$ cat config.mk
export PLATFORM = sky130hd
export DESIGN_NAME = decode_1_flat
export DESIGN_NICKNAME = d
export VERILOG_FILES = /design/src/rtl/decode_1_if.sv /design/src/rtl/decode_1.sv /design/src/flat_wrapper.sv
export SDC_FILE = /design/constraint.sdc
export NUM_CORES = 1
export LEC_CHECK = 0
export BUFFER_PORTS_ARGS = -buffer_cell sky130_fd_sc_hd__buf_4
export CORE_ASPECT_RATIO = 1.5
export CORE_MARGIN = 4
export CORE_UTILIZATION = 35
export CTS_BUF_LIST = sky130_fd_sc_hd__clkbuf_16
export CTS_CLUSTER_SIZE = 24
export DETAILED_ROUTE_END_ITERATION = 8
export SLEW_MARGIN = 20
export SYNTH_ARGS = -nofsm -noshare
export SYNTH_HDL_FRONTEND = slang
export SYNTH_SLANG_ARGS = --single-unit
export TNS_END_PERCENT = 1
$ cat constraint.sdc
create_clock -name CLK -period 8.4 [get_ports CLK]
set_clock_uncertainty 0.05 [all_clocks]
set_input_delay 0.42 -clock CLK [delete_from_list [all_inputs] [get_ports CLK]]
set_output_delay 0.42 -clock CLK [all_outputs]
set_load 0.005 [all_outputs]
$ cat src/rtl/decode_1_if.sv
// Fetch-to-decode handshake plus the registered DECODE1_* field bundle.
// master = fetch/consumer side, slave = the decode_1 stage.
interface decode_1_if;
  logic        FETCH_VALID;
  logic [31:0] FETCH_PC;
  logic [31:0] FETCH_INST;
  logic        FETCH_READY;

  logic        DECODE1_VALID;
  logic [31:0] DECODE1_PC;
  logic [6:0]  DECODE1_OPCODE;
  logic [4:0]  DECODE1_RD;
  logic [4:0]  DECODE1_RS1;
  logic [4:0]  DECODE1_RS2;
  logic [2:0]  DECODE1_FUNCT3;
  logic [6:0]  DECODE1_FUNCT7;
  logic [31:0] DECODE1_IMM_I;
  logic [31:0] DECODE1_IMM_S;
  logic [31:0] DECODE1_IMM_B;
  logic [31:0] DECODE1_IMM_U;
  logic [31:0] DECODE1_IMM_J;
  logic        DECODE1_ILLEGAL;

  modport master (
    output FETCH_VALID, FETCH_PC, FETCH_INST,
    input  FETCH_READY,
    input  DECODE1_VALID, DECODE1_PC, DECODE1_OPCODE, DECODE1_RD, DECODE1_RS1, DECODE1_RS2,
    input  DECODE1_FUNCT3, DECODE1_FUNCT7, DECODE1_IMM_I, DECODE1_IMM_S, DECODE1_IMM_B,
    input  DECODE1_IMM_U, DECODE1_IMM_J, DECODE1_ILLEGAL
  );

  modport slave (
    input  FETCH_VALID, FETCH_PC, FETCH_INST,
    output FETCH_READY,
    output DECODE1_VALID, DECODE1_PC, DECODE1_OPCODE, DECODE1_RD, DECODE1_RS1, DECODE1_RS2,
    output DECODE1_FUNCT3, DECODE1_FUNCT7, DECODE1_IMM_I, DECODE1_IMM_S, DECODE1_IMM_B,
    output DECODE1_IMM_U, DECODE1_IMM_J, DECODE1_ILLEGAL
  );
endinterface

$ cat src/rtl/decode_1.sv
// First decode stage: instruction FIFO plus registered RV32I field/immediate extraction.
// Optional macro DECODE1_ILLEGAL_FILTER_EN drops non-32-bit encodings and pulses DECODE1_ILLEGAL.
module decode_1 #(
  parameter int unsigned DEPTH = 4
) (
  input logic       CLK,
  input logic       RST,
  input logic       FLUSH,
  input logic       STALL,
  decode_1_if.slave bus
);

  localparam int unsigned PtrW = (DEPTH > 1) ? $clog2(DEPTH) : 1;
  typedef logic [PtrW:0] ptr_t;
  localparam ptr_t Full = ptr_t'(DEPTH);

  ptr_t        wr_ptr;
  ptr_t        rd_ptr;
  ptr_t        count;
  logic [63:0] mem [DEPTH];

  logic        fetch_ready;
  logic        push;
  logic        pop;
  logic        head_ok;
  logic [31:0] head_pc;
  logic [31:0] head_inst;

  logic [31:0] imm_i;
  logic [31:0] imm_s;
  logic [31:0] imm_b;
  logic [31:0] imm_u;
  logic [31:0] imm_j;

  logic        d1_valid;
  logic [31:0] d1_pc;
  logic [6:0]  d1_opcode;
  logic [4:0]  d1_rd;
  logic [4:0]  d1_rs1;
  logic [4:0]  d1_rs2;
  logic [2:0]  d1_funct3;
  logic [6:0]  d1_funct7;
  logic [31:0] d1_imm_i;
  logic [31:0] d1_imm_s;
  logic [31:0] d1_imm_b;
  logic [31:0] d1_imm_u;
  logic [31:0] d1_imm_j;

  // Extra pointer bit makes wr - rd span 0..DEPTH without a separate count register.
  assign count       = wr_ptr - rd_ptr;
  assign fetch_ready = (count != Full);
  assign push        = bus.FETCH_VALID && fetch_ready && !FLUSH;
  assign pop         = !STALL && !FLUSH && (count != '0);

  assign {head_pc, head_inst} = mem[rd_ptr[PtrW-1:0]];

  always_ff @(posedge CLK) begin
    if (push) begin
      mem[wr_ptr[PtrW-1:0]] <= {bus.FETCH_PC, bus.FETCH_INST};
    end
  end

  always_ff @(posedge CLK or posedge RST) begin
    if (RST) begin
      wr_ptr <= '0;
      rd_ptr <= '0;
    end else if (FLUSH) begin
      wr_ptr <= '0;
      rd_ptr <= '0;
    end else begin
      if (push) begin
        wr_ptr <= wr_ptr + ptr_t'(1);
      end
      if (pop) begin
        rd_ptr <= rd_ptr + ptr_t'(1);
      end
    end
  end

  always_comb begin
    imm_i = {{20{head_inst[31]}}, head_inst[31:20]};
    imm_s = {{20{head_inst[31]}}, head_inst[31:25], head_inst[11:7]};
    imm_b = {{19{head_inst[31]}}, head_inst[31], head_inst[7], head_inst[30:25],
             head_inst[11:8], 1'b0};
    imm_u = {head_inst[31:12], 12'b0};
    imm_j = {{11{head_inst[31]}}, head_inst[31], head_inst[19:12], head_inst[20],
             head_inst[30:21], 1'b0};
  end

`ifdef DECODE1_ILLEGAL_FILTER_EN
  logic illegal_q;

  assign head_ok = (head_inst[1:0] == 2'b11);

  // Strict one-cycle pulse: cleared on every edge that does not pop a bad entry.
  always_ff @(posedge CLK or posedge RST) begin
    if (RST) begin
      illegal_q <= 1'b0;
    end else begin
      illegal_q <= pop && !head_ok;
    end
  end

  assign bus.DECODE1_ILLEGAL = illegal_q;
`else
  assign head_ok             = 1'b1;
  assign bus.DECODE1_ILLEGAL = 1'b0;
`endif

  always_ff @(posedge CLK or posedge RST) begin
    if (RST) begin
      d1_valid  <= 1'b0;
      d1_pc     <= '0;
      d1_opcode <= '0;
      d1_rd     <= '0;
      d1_rs1    <= '0;
      d1_rs2    <= '0;
      d1_funct3 <= '0;
      d1_funct7 <= '0;
      d1_imm_i  <= '0;
      d1_imm_s  <= '0;
      d1_imm_b  <= '0;
      d1_imm_u  <= '0;
      d1_imm_j  <= '0;
    end else if (FLUSH) begin
      d1_valid <= 1'b0;
    end else if (!STALL) begin
      if (pop) begin
        d1_valid  <= head_ok;
        d1_pc     <= head_pc;
        d1_opcode <= head_inst[6:0];
        d1_rd     <= head_inst[11:7];
        d1_rs1    <= head_inst[19:15];
        d1_rs2    <= head_inst[24:20];
        d1_funct3 <= head_inst[14:12];
        d1_funct7 <= head_inst[31:25];
        d1_imm_i  <= imm_i;
        d1_imm_s  <= imm_s;
        d1_imm_b  <= imm_b;
        d1_imm_u  <= imm_u;
        d1_imm_j  <= imm_j;
      end else begin
        d1_valid <= 1'b0;
      end
    end
  end

  assign bus.FETCH_READY    = fetch_ready;
  assign bus.DECODE1_VALID  = d1_valid;
  assign bus.DECODE1_PC     = d1_pc;
  assign bus.DECODE1_OPCODE = d1_opcode;
  assign bus.DECODE1_RD     = d1_rd;
  assign bus.DECODE1_RS1    = d1_rs1;
  assign bus.DECODE1_RS2    = d1_rs2;
  assign bus.DECODE1_FUNCT3 = d1_funct3;
  assign bus.DECODE1_FUNCT7 = d1_funct7;
  assign bus.DECODE1_IMM_I  = d1_imm_i;
  assign bus.DECODE1_IMM_S  = d1_imm_s;
  assign bus.DECODE1_IMM_B  = d1_imm_b;
  assign bus.DECODE1_IMM_U  = d1_imm_u;
  assign bus.DECODE1_IMM_J  = d1_imm_j;

endmodule

$ cat src/flat_wrapper.sv
// flat-port wrapper written by rule: the top's interface ports become plain ports
module decode_1_flat 
#(
  parameter int unsigned DEPTH = 4
)
  (CLK, RST, FLUSH, STALL, bus_FETCH_VALID, bus_FETCH_PC, bus_FETCH_INST, bus_FETCH_READY, bus_DECODE1_VALID, bus_DECODE1_PC, bus_DECODE1_OPCODE, bus_DECODE1_RD, bus_DECODE1_RS1, bus_DECODE1_RS2, bus_DECODE1_FUNCT3, bus_DECODE1_FUNCT7, bus_DECODE1_IMM_I, bus_DECODE1_IMM_S, bus_DECODE1_IMM_B, bus_DECODE1_IMM_U, bus_DECODE1_IMM_J, bus_DECODE1_ILLEGAL);
  decode_1_if bus_i ();
  input logic CLK;
  input logic RST;
  input logic FLUSH;
  input logic STALL;
  input wire logic [$bits(bus_i.FETCH_VALID)-1:0] bus_FETCH_VALID;
  input wire logic [$bits(bus_i.FETCH_PC)-1:0] bus_FETCH_PC;
  input wire logic [$bits(bus_i.FETCH_INST)-1:0] bus_FETCH_INST;
  output wire logic [$bits(bus_i.FETCH_READY)-1:0] bus_FETCH_READY;
  output wire logic [$bits(bus_i.DECODE1_VALID)-1:0] bus_DECODE1_VALID;
  output wire logic [$bits(bus_i.DECODE1_PC)-1:0] bus_DECODE1_PC;
  output wire logic [$bits(bus_i.DECODE1_OPCODE)-1:0] bus_DECODE1_OPCODE;
  output wire logic [$bits(bus_i.DECODE1_RD)-1:0] bus_DECODE1_RD;
  output wire logic [$bits(bus_i.DECODE1_RS1)-1:0] bus_DECODE1_RS1;
  output wire logic [$bits(bus_i.DECODE1_RS2)-1:0] bus_DECODE1_RS2;
  output wire logic [$bits(bus_i.DECODE1_FUNCT3)-1:0] bus_DECODE1_FUNCT3;
  output wire logic [$bits(bus_i.DECODE1_FUNCT7)-1:0] bus_DECODE1_FUNCT7;
  output wire logic [$bits(bus_i.DECODE1_IMM_I)-1:0] bus_DECODE1_IMM_I;
  output wire logic [$bits(bus_i.DECODE1_IMM_S)-1:0] bus_DECODE1_IMM_S;
  output wire logic [$bits(bus_i.DECODE1_IMM_B)-1:0] bus_DECODE1_IMM_B;
  output wire logic [$bits(bus_i.DECODE1_IMM_U)-1:0] bus_DECODE1_IMM_U;
  output wire logic [$bits(bus_i.DECODE1_IMM_J)-1:0] bus_DECODE1_IMM_J;
  output wire logic [$bits(bus_i.DECODE1_ILLEGAL)-1:0] bus_DECODE1_ILLEGAL;
  assign bus_i.FETCH_VALID = bus_FETCH_VALID;
  assign bus_i.FETCH_PC = bus_FETCH_PC;
  assign bus_i.FETCH_INST = bus_FETCH_INST;
  assign bus_FETCH_READY = bus_i.FETCH_READY;
  assign bus_DECODE1_VALID = bus_i.DECODE1_VALID;
  assign bus_DECODE1_PC = bus_i.DECODE1_PC;
  assign bus_DECODE1_OPCODE = bus_i.DECODE1_OPCODE;
  assign bus_DECODE1_RD = bus_i.DECODE1_RD;
  assign bus_DECODE1_RS1 = bus_i.DECODE1_RS1;
  assign bus_DECODE1_RS2 = bus_i.DECODE1_RS2;
  assign bus_DECODE1_FUNCT3 = bus_i.DECODE1_FUNCT3;
  assign bus_DECODE1_FUNCT7 = bus_i.DECODE1_FUNCT7;
  assign bus_DECODE1_IMM_I = bus_i.DECODE1_IMM_I;
  assign bus_DECODE1_IMM_S = bus_i.DECODE1_IMM_S;
  assign bus_DECODE1_IMM_B = bus_i.DECODE1_IMM_B;
  assign bus_DECODE1_IMM_U = bus_i.DECODE1_IMM_U;
  assign bus_DECODE1_IMM_J = bus_i.DECODE1_IMM_J;
  assign bus_DECODE1_ILLEGAL = bus_i.DECODE1_ILLEGAL;
  decode_1 #(.DEPTH(DEPTH)) u_core (.CLK(CLK), .RST(RST), .FLUSH(FLUSH), .STALL(STALL), .bus(bus_i));
endmodule
==> flow_summary_export.csv, run 1 <==
group,metric,value,unit
place,placedInstanceArea,0.0148,mm^2
global_route,grtUsageMet1,0.139,
global_route,antenna_found_initial,1,
clock_tree,numCtsBuffers,28,
clock_tree,clk-insertion-delay-late,540,ps
logic_synthesis,synth_seq_cells,327,
sta,slew_headroom,0.304,
worst_setup_path,startpoint_type,"flop",
routing,firstDrtPassIters,4,
clock_tree,postCtsHoldBufs,0,
place,port_buffers,280,
layout,regArea,0.00948,mm^2
sta,fin_crit_sh,0.432,
layout,final_area,0.0157,mm^2
clock_tree,cts_buffer_depth,3,
clock_tree,cts-resized-gates,0,
worst_hold_path,hold_path.class,"input pin to asynchronous set/reset pin",
sta,tightest_slew,1040,ps
floorplan,die_area,0.0414,mm^2
place,place_ws,4690,ps
run,maxCapViolations,0,
worst_setup_path,worst-path-max-fanout,66,
routing,routedWlPerCell,19.1,um
clock_tree,cts_tree,"yes",
logic_synthesis,synth_warnings,0,
power_and_ir_drop,pwr_density_cell,328,mW/mm^2
routing,route.detailed.drc,0,
sta,hold_viol_final,0,
worst_setup_path,crit_required,8510,ps
floorplan,die_x,167,um
logic_synthesis,ys_types,25,
logic_synthesis,syn_avg_cell_area,19.4,um^2
sta,worst_slack,4780,ps
layout,nets,908,
worst_setup_path,worst_r2r_path_depth,6,
floorplan,die_y,247,um
global_route,grt_util_met3,0.0291,
place,routabilityCongestion,0.694,
sta,finalSetupViolations,0,
clock_tree,cts_sinks,327,
layout,multi_input_area,0.00259,mm^2
routing,postRouteAntennaNets,0,
floorplan,core,0.0377,mm^2
sta,slew_violations,0,
routing,routed_wl,25700,um
global_route,grt_most_used_layer,"met2",
clock_tree,cts.clk_slew.worst_paths,70,ps
clock_tree,h-tree-depth,1,
place,place_inst,1291,
clock_tree,root_buffer,"clkbuf_16",
routing,viasPerCell,4.54,
layout,final_layout_size_suffix_gt1_frac,0.539,
outcome,outcome,"finished, final reports clean",
sta,tns,0,ps
routing,vias,6099,
floorplan,initial_core_util,0.355,
clock_tree,cts_setup_buffers,0,
sta,max_freq,0.276,GHz
layout,area_growth,17.8,%
routing,drt-initial-drc-count,234,
place,place_hpwl,16500,um
global_route,grt.overflow.total,0,
global_route,grt_pass1_vias,6278,
logic_synthesis,synthCells,687,
global_route,met2_usage,0.221,
power_and_ir_drop,p_leak,0.00585,uW
global_route,grtUsageTotal,0.120,
layout,layout_commonest_cell,"buf_4",
floorplan,io_pins,296,
global_route,grt_max_degree,78,
layout,stdcell_count,1344,
layout,mostFrequentLayoutCells,"buf_4, edfxtp_1, dfrtp_1",
sta,fin_crit,3620,ps
global_route,grt_pass1_wl,38600,um
logic_synthesis,syn-cell-area,0.0134,mm^2
layout,num-fill-cells,3352,
sta,rsz0062_at_grt,"no",
worst_setup_path,crit_arrival,3730,ps
worst_setup_path,worstSetupPathType,"flop to flop",
floorplan,rows,87,
logic_synthesis,yosysSeqAreaShare,0.709,
power_and_ir_drop,irDropWorstVdd,147,uV
worst_setup_path,cp-end-kind,"flop",
where the power goes:
| part | switching (uW) | internal (uW) |
|---|---|---|
| Clock | 547 | 716 |
| Combinational | 581 | 1050 |
| Sequential | 267 | 2000 |
path summary, 6_finish.rpt:
path / from / end / slack, ps
worst max-delay path: u_core.rd_ptr[1]$_DFFE_PP0P_ / u_core.mem[1][4]$_DFFE_PP_ / 4780
worst min-delay path: RST / u_core.bus.DECODE1_IMM_S[8]$_DFFE_PP0P_ / 9
worst max register to register: u_core.rd_ptr[1]$_DFFE_PP0P_ / u_core.mem[1][4]$_DFFE_PP_ / 4780
worst min register to register: u_core.bus.DECODE1_OPCODE[2]$_DFFE_PP0P_ / u_core.bus.DECODE1_OPCODE[2]$_DFFE_PP0P_ / 450
max in group asynchronous: RST / u_core.rd_ptr[0]$_DFFE_PP0P_ / 7750
min in group CLK: bus_FETCH_PC[4] / u_core.mem[3][36]$_DFFE_PP_ / 30
layout make-up:
| type | instances | share of cell area |
|---|---|---|
| Sequential cell | 327 | 0.602 |
| Antenna cell | 1 | 0.000159 |
| Timing Repair Buffer | 283 | 0.135 |
| Clock buffer | 29 | 0.0461 |
| Tap cell | 489 | 0.0389 |
| Multi-Input combinational cell | 186 | 0.165 |
| Clock inverter | 23 | 0.0114 |
| Inverter | 6 | 0.00151 |
per-stage QoR:
stage	total power [uW]	utilization	hold WS (ps)
floorplan	3470	-	439
global placement	3980	0.394	442
detailed placement	4010	0.394	447
CTS	5280	0.418	1.47
global route	5480	0.418	7.89
finish	5170	0.418	9.41
per-layer routing:
metal | routed length [um] | up-vias
met5 | 0 | -
met1 | 9290 | 3098
met4 | 496 | 0
met2 | 13900 | 235
met3 | 2030 | 33
li1 | - | 2733
kinds of logic (layout without fill, tap and decap cells):
family,Yosys count,after routing,share of synthesized area
simple gates,18,18,0.00674
fa+ha+maj,7,7,0.00656
compound gates,11,11,0.00750
mux,132,132,0.165
other cells,1,16,0.000281
buf+inv,188,341,0.102
flops,327,327,0.709
xor+xnor,3,3,0.00309
sequential cells by signal, summed over array words and instances (netlist names), 3 cells and up:
| signal | cells |
|---|---|
| u_core.rd_ptr | 3 |
| u_core.bus.DECODE1_PC | 32 |
| u_core.mem | 256 |
| u_core.wr_ptr | 3 |
| u_core.bus.DECODE1_RS1 | 4 |
| u_core.bus.DECODE1_IMM_S | 11 |
| u_core.bus.DECODE1_IMM_I | 5 |
| u_core.bus.DECODE1_OPCODE | 7 |
Yosys cell counts (all sizes together):
cell / n / area share
dfrtp: 71 / 0.13
clkbuf: 10 / 0.0028
inv: 6 / 0.0017
mux2: 68 / 0.057
conb: 1 / 0.00028
nand2: 3 / 0.00084
xor2: 1 / 0.00066
and2: 5 / 0.0023
nor2b: 4 / 0.0019
edfxtp: 256 / 0.58
a311oi: 1 / 0.00066
ha: 7 / 0.0066
o31ai: 2 / 0.0011
o211ai: 1 / 0.0016
o2111ai: 2 / 0.0013
buf: 172 / 0.097
nor2: 6 / 0.0017
xnor2: 2 / 0.0024
a21oi: 2 / 0.00075
a21boi: 1 / 0.00056
o211a: 2 / 0.0015
mux4: 64 / 0.11
critical path, cell delays in order, from the launching register on:
cell	delay (ps)
dfrtp_4	1090
inv_1	140
ha_1	240
nor2b_1	250
xor2_1	320
o211a_1	240
and2_4	810
(Power assumes the default switching activity.)
==> inputs of run 2 (changes only) <==
ABC_AREA = 1   (was default)
clock period = 3.79 ns   (was 8.4 ns; I/O delays follow)
==> run 2 against run 1 <==
Clock power is 130% higher; register-to-register slack lost 3700 ps; global-route usage rose by 2.5 points; design area rose by 6.7%; first-iteration DRC count is 120% higher; critical endpoint is now u_core.bus.DECODE1_OPCODE[6]$_DFFE_PP0P_; sequential share of layout area is 3.8 points lower; area after synthesis rose by 2.7%; largest power group unchanged; die area up 2.6%.
==> flow_summary_export.csv, run 2 <==
group,metric,value,unit
global_route,grt_pass1_wl,48900,um
place,placedInstanceArea,0.0152,mm^2
logic_synthesis,syn_avg_cell_area,12.1,um^2
clock_tree,cts_buffer_depth,3,
sta,holdWs,95.0,ps
floorplan,initial_core_util,0.355,
worst_setup_path,worst-path-max-fanout,68,
power_and_ir_drop,power.total,12400,uW
clock_tree,root_buffer,"clkbuf_16",
sta,tightest_slew,982,ps
routing,postRouteAntennaNets,0,
outcome,outcome,"finished, final reports clean",
global_route,grt_pass1_vias,8654,
worst_setup_path,worstSetupPathType,"flop to flop",
place,routabilityCongestion,0.733,
global_route,grtUsageTotal,0.145,
place,port_buffers,280,
layout,layout_commonest_cell,"buf_4",
logic_synthesis,yosys-top-cells-count,"edfxtp_1, buf_4, nand2_1",
sta,slew_headroom,0.346,
worst_setup_path,cp_common_cell,"nand2_1",
routing,firstDrtPassIters,5,
routing,drt-initial-drc-count,510,
clock_tree,cts_sinks,327,
logic_synthesis,async_reset_ff_frac,0.217,
logic_synthesis,synth_seq_cells,327,
layout,nets,1392,
sta,hold_viol_final,0,
layout,final_layout_size_suffix_gt1_frac,0.270,
sta,rsz0062_at_grt,"no",
layout,area_growth,22.4,%
floorplan,rows,88,
clock_tree,cts-resized-gates,0,
worst_setup_path,cp_top_family,"simple AND/OR/NAND/NOR gates",
logic_synthesis,yosysSeqAreaShare,0.690,
floorplan,die_area,0.0425,mm^2
worst_setup_path,crit_arrival,3160,ps
worst_setup_path,path_buf_inv,2,
layout,mostFrequentLayoutCells,"buf_4, edfxtp_1, nand2_1",
global_route,antenna_found_initial,2,
routing,routedWlPerCell,17.8,um
power_and_ir_drop,irDropWorstVdd,446,uV
routing,viasPerCell,4.75,
sta,worst_slack,1060,ps
worst_setup_path,crit_required,4220,ps
clock_tree,h-tree-depth,1,
floorplan,core,0.0386,mm^2
worst_setup_path,startpoint_type,"flop",
sta,tns,0,ps
layout,largest_reg_flops,256,
floorplan,die_x,170,um
clock_tree,numCtsBuffers,30,
floorplan,die_y,250,um
logic_synthesis,synth_flop_cell,"edfxtp_1",
run,maxCapViolations,0,
logic_synthesis,ys_types,24,
logic_synthesis,syn-cell-area,0.0137,mm^2
sta,slew_violations,0,
global_route,grt.overflow.total,0,
logic_synthesis,synth_edf_count,256,
worst_setup_path,cp-end-kind,"flop",
power_and_ir_drop,pwr_density_cell,738,mW/mm^2
layout,final_area,0.0168,mm^2
power_and_ir_drop,p_leak,0.00678,uW
routing,vias,8729,
logic_synthesis,synth_warnings,0,
worst_setup_path,cp_slowest_cell,"nand2_4",
clock_tree,cts_tree,"yes",
place,place_ws,1040,ps
global_route,grt_max_degree,94,
clock_tree,cts.clk_slew.worst_paths,70,ps
worst_setup_path,max_stage_delay,860,ps
worst_setup_path,worstPathCellList,"inv_1, ha_1, inv_1, nand2_1, nand2_1, nand2_1, nand3_4, nand2_4, nand2_1, nand2_1",
sta,max_freq,0.366,GHz
routing,route.detailed.drc,0,
worst_hold_path,hold_path.class,"input pin to flop",
floorplan,io_pins,296,
logic_synthesis,post-synth-top-area-fraction,0.561,
layout,num-fill-cells,3513,
logic_synthesis,synth_top_cell_by_area,"edfxtp_1",
routing,routed_wl,32800,um
logic_synthesis,yosys-top-cells-area,"edfxtp_1, dfrtp_1, buf_4",
logic_synthesis,synthCells,1133,
sta,finalSetupViolations,0,
clock_tree,clk-insertion-delay-late,560,ps
sta,fin_crit_sh,0.720,
sta,fin_crit,2730,ps
place,place_hpwl,19200,um
logic_synthesis,yosysMostFrequentCell,"edfxtp_1",
[run 2: stage by stage]
step / utilization / instances
4_1_cts: 0.434 / 1835
3_5_place_dp: 0.392 / 1712
6_report: 0.434 / 1836
2_1_floorplan: - / 1147
3_3_place_gp: 0.392 / 1712
5_1_grt: 0.434 / 1835
[run 2: timing repair]
item	in CTS	in global routing
hold endpoints to repair	303	0
hold buffers	67	0
buffers inserted	0	0
[run 2: cells by family (layout without fill, tap and decap cells)]
| kind of cell | Yosys count | after routing | synth area share |
|---|---|---|---|
| DFF | 327 | 327 | 0.690 |
| other | 1 | 16 | 0.000273 |
| and+or+nand+nor | 363 | 363 | 0.109 |
| adders and majority gates | 7 | 7 | 0.00639 |
| AOI/OAI and AO/OA | 193 | 193 | 0.0763 |
| xor gates and xnor gates | 2 | 2 | 0.00128 |
| buffers and inverters | 240 | 433 | 0.117 |
[run 2: tightest hold or removal path, stage by stage]
cell and delay [ps]:
buf_4 100, inv_1 190, nand3_1 140, nand2_1 50
[run 2: cell type report]
class | instances | area, um^2 | share of cell area
sequential | 327 | 9470 | 0.564
tap | 495 | 619 | 0.0369
antenna | 1 | 2.50 | 0.000149
clock inverter | 25 | 183 | 0.0109
multi-input combinational | 580 | 2750 | 0.164
inverter | 15 | 60.1 | 0.00358
timing repair buffer | 362 | 2920 | 0.174
clock buffer | 31 | 776 | 0.0462
[run 2: worst paths after layout]
check / slack, ps / cells after the start / from / endpoint
worst max-delay path: 1060 / 10 / u_core.wr_ptr[0]$_DFFE_PP0P_ / u_core.bus.DECODE1_OPCODE[6]$_DFFE_PP0P_
worst min-delay path: 100 / 4 / FLUSH / u_core.bus.DECODE1_VALID$_DFFE_PP0P_
worst max register to register: 1060 / 10 / u_core.wr_ptr[0]$_DFFE_PP0P_ / u_core.bus.DECODE1_OPCODE[6]$_DFFE_PP0P_
worst min register to register: 430 / 2 / u_core.bus.DECODE1_PC[30]$_DFFE_PP0P_ / u_core.bus.DECODE1_PC[30]$_DFFE_PP0P_
max in group asynchronous: 2480 / 4 / RST / u_core.bus.DECODE1_IMM_S[0]$_DFFE_PP0P_
min in group asynchronous: 270 / 3 / RST / u_core.bus.DECODE1_PC[20]$_DFFE_PP0P_
[run 2: layer usage]
layer  GRT usage  routed length, um
met4      0.0603               1270
met1       0.168              12600
met3      0.0197               1660
met5           0                 13
met2       0.268              17200
[run 2: power breakdown]
group	switching, uW	total (uW)	leakage [uW]	internal, uW
sequential	453	5000	0.00321	4550
combinational	2450	4470	0.00309	2020
clock	1290	2920	0.000483	1620
==> inputs of run 3 (changes only) <==
ABC_AREA = 0   (was 1)
clock period = 2.5 ns   (was 3.79 ns; I/O delays follow)
==> run 3 against run 2 <==
Sequential cell count stayed put; register-to-register slack worse by 760 ps; worst setup slack got worse by 760 ps; cell count shrank 22%; non-clock buffer count grew 7; routed wire length shrank 17%.
==> flow_summary_export.csv, run 3 (same netlist as run 1, synthesis figures left out) <==
group,metric,value,unit
outcome,outcome,"finished, final reports clean",
layout,layout_commonest_cell,"buf_4",
routing,routed_wl,27300,um
sta,max_freq,0.454,GHz
layout,final_layout_size_suffix_gt1_frac,0.512,
global_route,grtUsageTotal,0.128,
layout,multi_input_area,0.00261,mm^2
global_route,grt_pass1_wl,41000,um
global_route,grt.overflow.total,0,
routing,viasPerCell,4.54,
sta,rsz0062_at_grt,"no",
global_route,antenna_found_initial,1,
power_and_ir_drop,irDropWorstVdd,675,uV
worst_setup_path,cp-end-kind,"flop",
layout,nets,995,
routing,drt-initial-drc-count,227,
sta,slew_headroom,0.601,
clock_tree,root_buffer,"clkbuf_16",
layout,mostFrequentLayoutCells,"buf_4, edfxtp_1, dlygate4sd3_1",
layout,num-fill-cells,3278,
place,place_hpwl,16900,um
floorplan,initial_core_util,0.355,
routing,routedWlPerCell,19.1,um
routing,firstDrtPassIters,6,
clock_tree,clk-insertion-delay-late,540,ps
run,maxCapViolations,0,
layout,final_area,0.0167,mm^2
floorplan,core,0.0377,mm^2
floorplan,rows,87,
sta,tns,0,ps
power_and_ir_drop,pwr_density_cell,1050,mW/mm^2
clock_tree,cts_tree,"yes",
clock_tree,numCtsBuffers,29,
sta,fin_crit,2200,ps
clock_tree,cts_sinks,327,
worst_hold_path,hold_path.class,"input pin to asynchronous set/reset pin",
layout,largest_reg_flops,256,
floorplan,die_y,247,um
routing,route.detailed.drc,0,
worst_setup_path,crit_arrival,2390,ps
clock_tree,cts.clk_slew.worst_paths,70,ps
routing,vias,6500,
sta,finalSetupViolations,0,
floorplan,die_area,0.0414,mm^2
sta,tightest_slew,598,ps
floorplan,die_x,167,um
worst_setup_path,worstSetupPathType,"flop to flop",
worst_setup_path,crit_required,2690,ps
clock_tree,cts_buffer_depth,3,
worst_setup_path,worst-path-max-fanout,21,
clock_tree,h-tree-depth,1,
place,routabilityCongestion,0.713,
layout,area_growth,25.2,%
worst_setup_path,startpoint_type,"flop",
sta,slew_violations,0,
floorplan,io_pins,296,
sta,fin_crit_sh,0.882,
routing,postRouteAntennaNets,0,
place,placedInstanceArea,0.0152,mm^2
place,port_buffers,280,
global_route,grt_max_degree,72,
power_and_ir_drop,p_leak,0.00628,uW
global_route,grt_pass1_vias,6732,
sta,hold_viol_final,0,
layout,regArea,0.00947,mm^2
-- run 3: cell types whose count changed in the layout (fill, tap and decap cells not counted), sizes merged, moves of 5 or more --
cell | previous run | this run
o21ai | 128 | 0
inv | 21 | 13
buf | 295 | 300
nand3 | 77 | 0
o22ai | 64 | 0
nand2 | 150 | 3
mux4 | 0 | 64
nor2 | 133 | 6
mux2 | 0 | 68
and2 | 0 | 5
-- run 3: power breakdown --
part           internal [uW]  total (uW)  switching [uW]
clock network           2210        4070            1860
logic                   3740        6040            2290
registers               6730        7410             683
-- run 3: critical path: stages (launching register included) --
cell     delay [ps]
dfrtp_1         410
inv_1           150
ha_1            170
nor2b_4         190
xor2_2          170
o211a_1         210
and2_4          310
buf_12          220
-- run 3: metrics by stage --
stage	util	setup slack (ps)	total power, uW	std cells	hold WS [ps]
floorplan	-	5.24	11700	701	174
global placement	0.402	338	13600	1308	213
detailed placement	0.402	298	13700	1308	211
CTS	0.444	274	17900	1430	173
global route	0.444	188	18600	1431	229
finish	0.444	295	17500	1431	185
-- run 3: repair_timing --
action	CTS	global route
gates resized for setup	0	0
setup buffers	0	0
hold endpoints to repair	334	0
hold buffers	69	0
-- run 3: layer usage --
layer / up-vias / share of wire / track usage
met3: 29 / 0.060 / 0.0213
met2: 214 / 0.55 / 0.239
met4: 0 / 0.020 / 0.0353
met1: 3345 / 0.37 / 0.151
met5: - / 0 / 0
li1: 2912 / - / -
-- run 3: final cells by class --
class | count | area share
diodes | 1 | 0.000150
clock buffers | 29 | 0.0434
clock inverters | 24 | 0.00846
inverters | 6 | 0.00142
multi-input cells | 186 | 0.156
flip-flops and latches | 327 | 0.567
well taps | 489 | 0.0366
repair buffers | 369 | 0.187
-- run 3: worst paths after layout --
kind | slack (ps) | endpoint | depth (start not counted) | from
max in group asynchronous | 1820 | u_core.rd_ptr[0]$_DFFE_PP0P_ | 4 | RST
worst max-delay path | 300 | u_core.mem[2][60]$_DFFE_PP_ | 7 | u_core.wr_ptr[0]$_DFFE_PP0P_
worst max register to register | 300 | u_core.mem[2][60]$_DFFE_PP_ | 7 | u_core.wr_ptr[0]$_DFFE_PP0P_
worst min-delay path | 190 | u_core.bus.DECODE1_IMM_I[2]$_DFFE_PP0P_ | 4 | RST
worst min register to register | 440 | u_core.bus.DECODE1_OPCODE[1]$_DFFE_PP0P_ | 1 | u_core.bus.DECODE1_OPCODE[1]$_DFFE_PP0P_
min in group CLK | 280 | u_core.mem[2][50]$_DFFE_PP_ | 2 | bus_FETCH_PC[18]
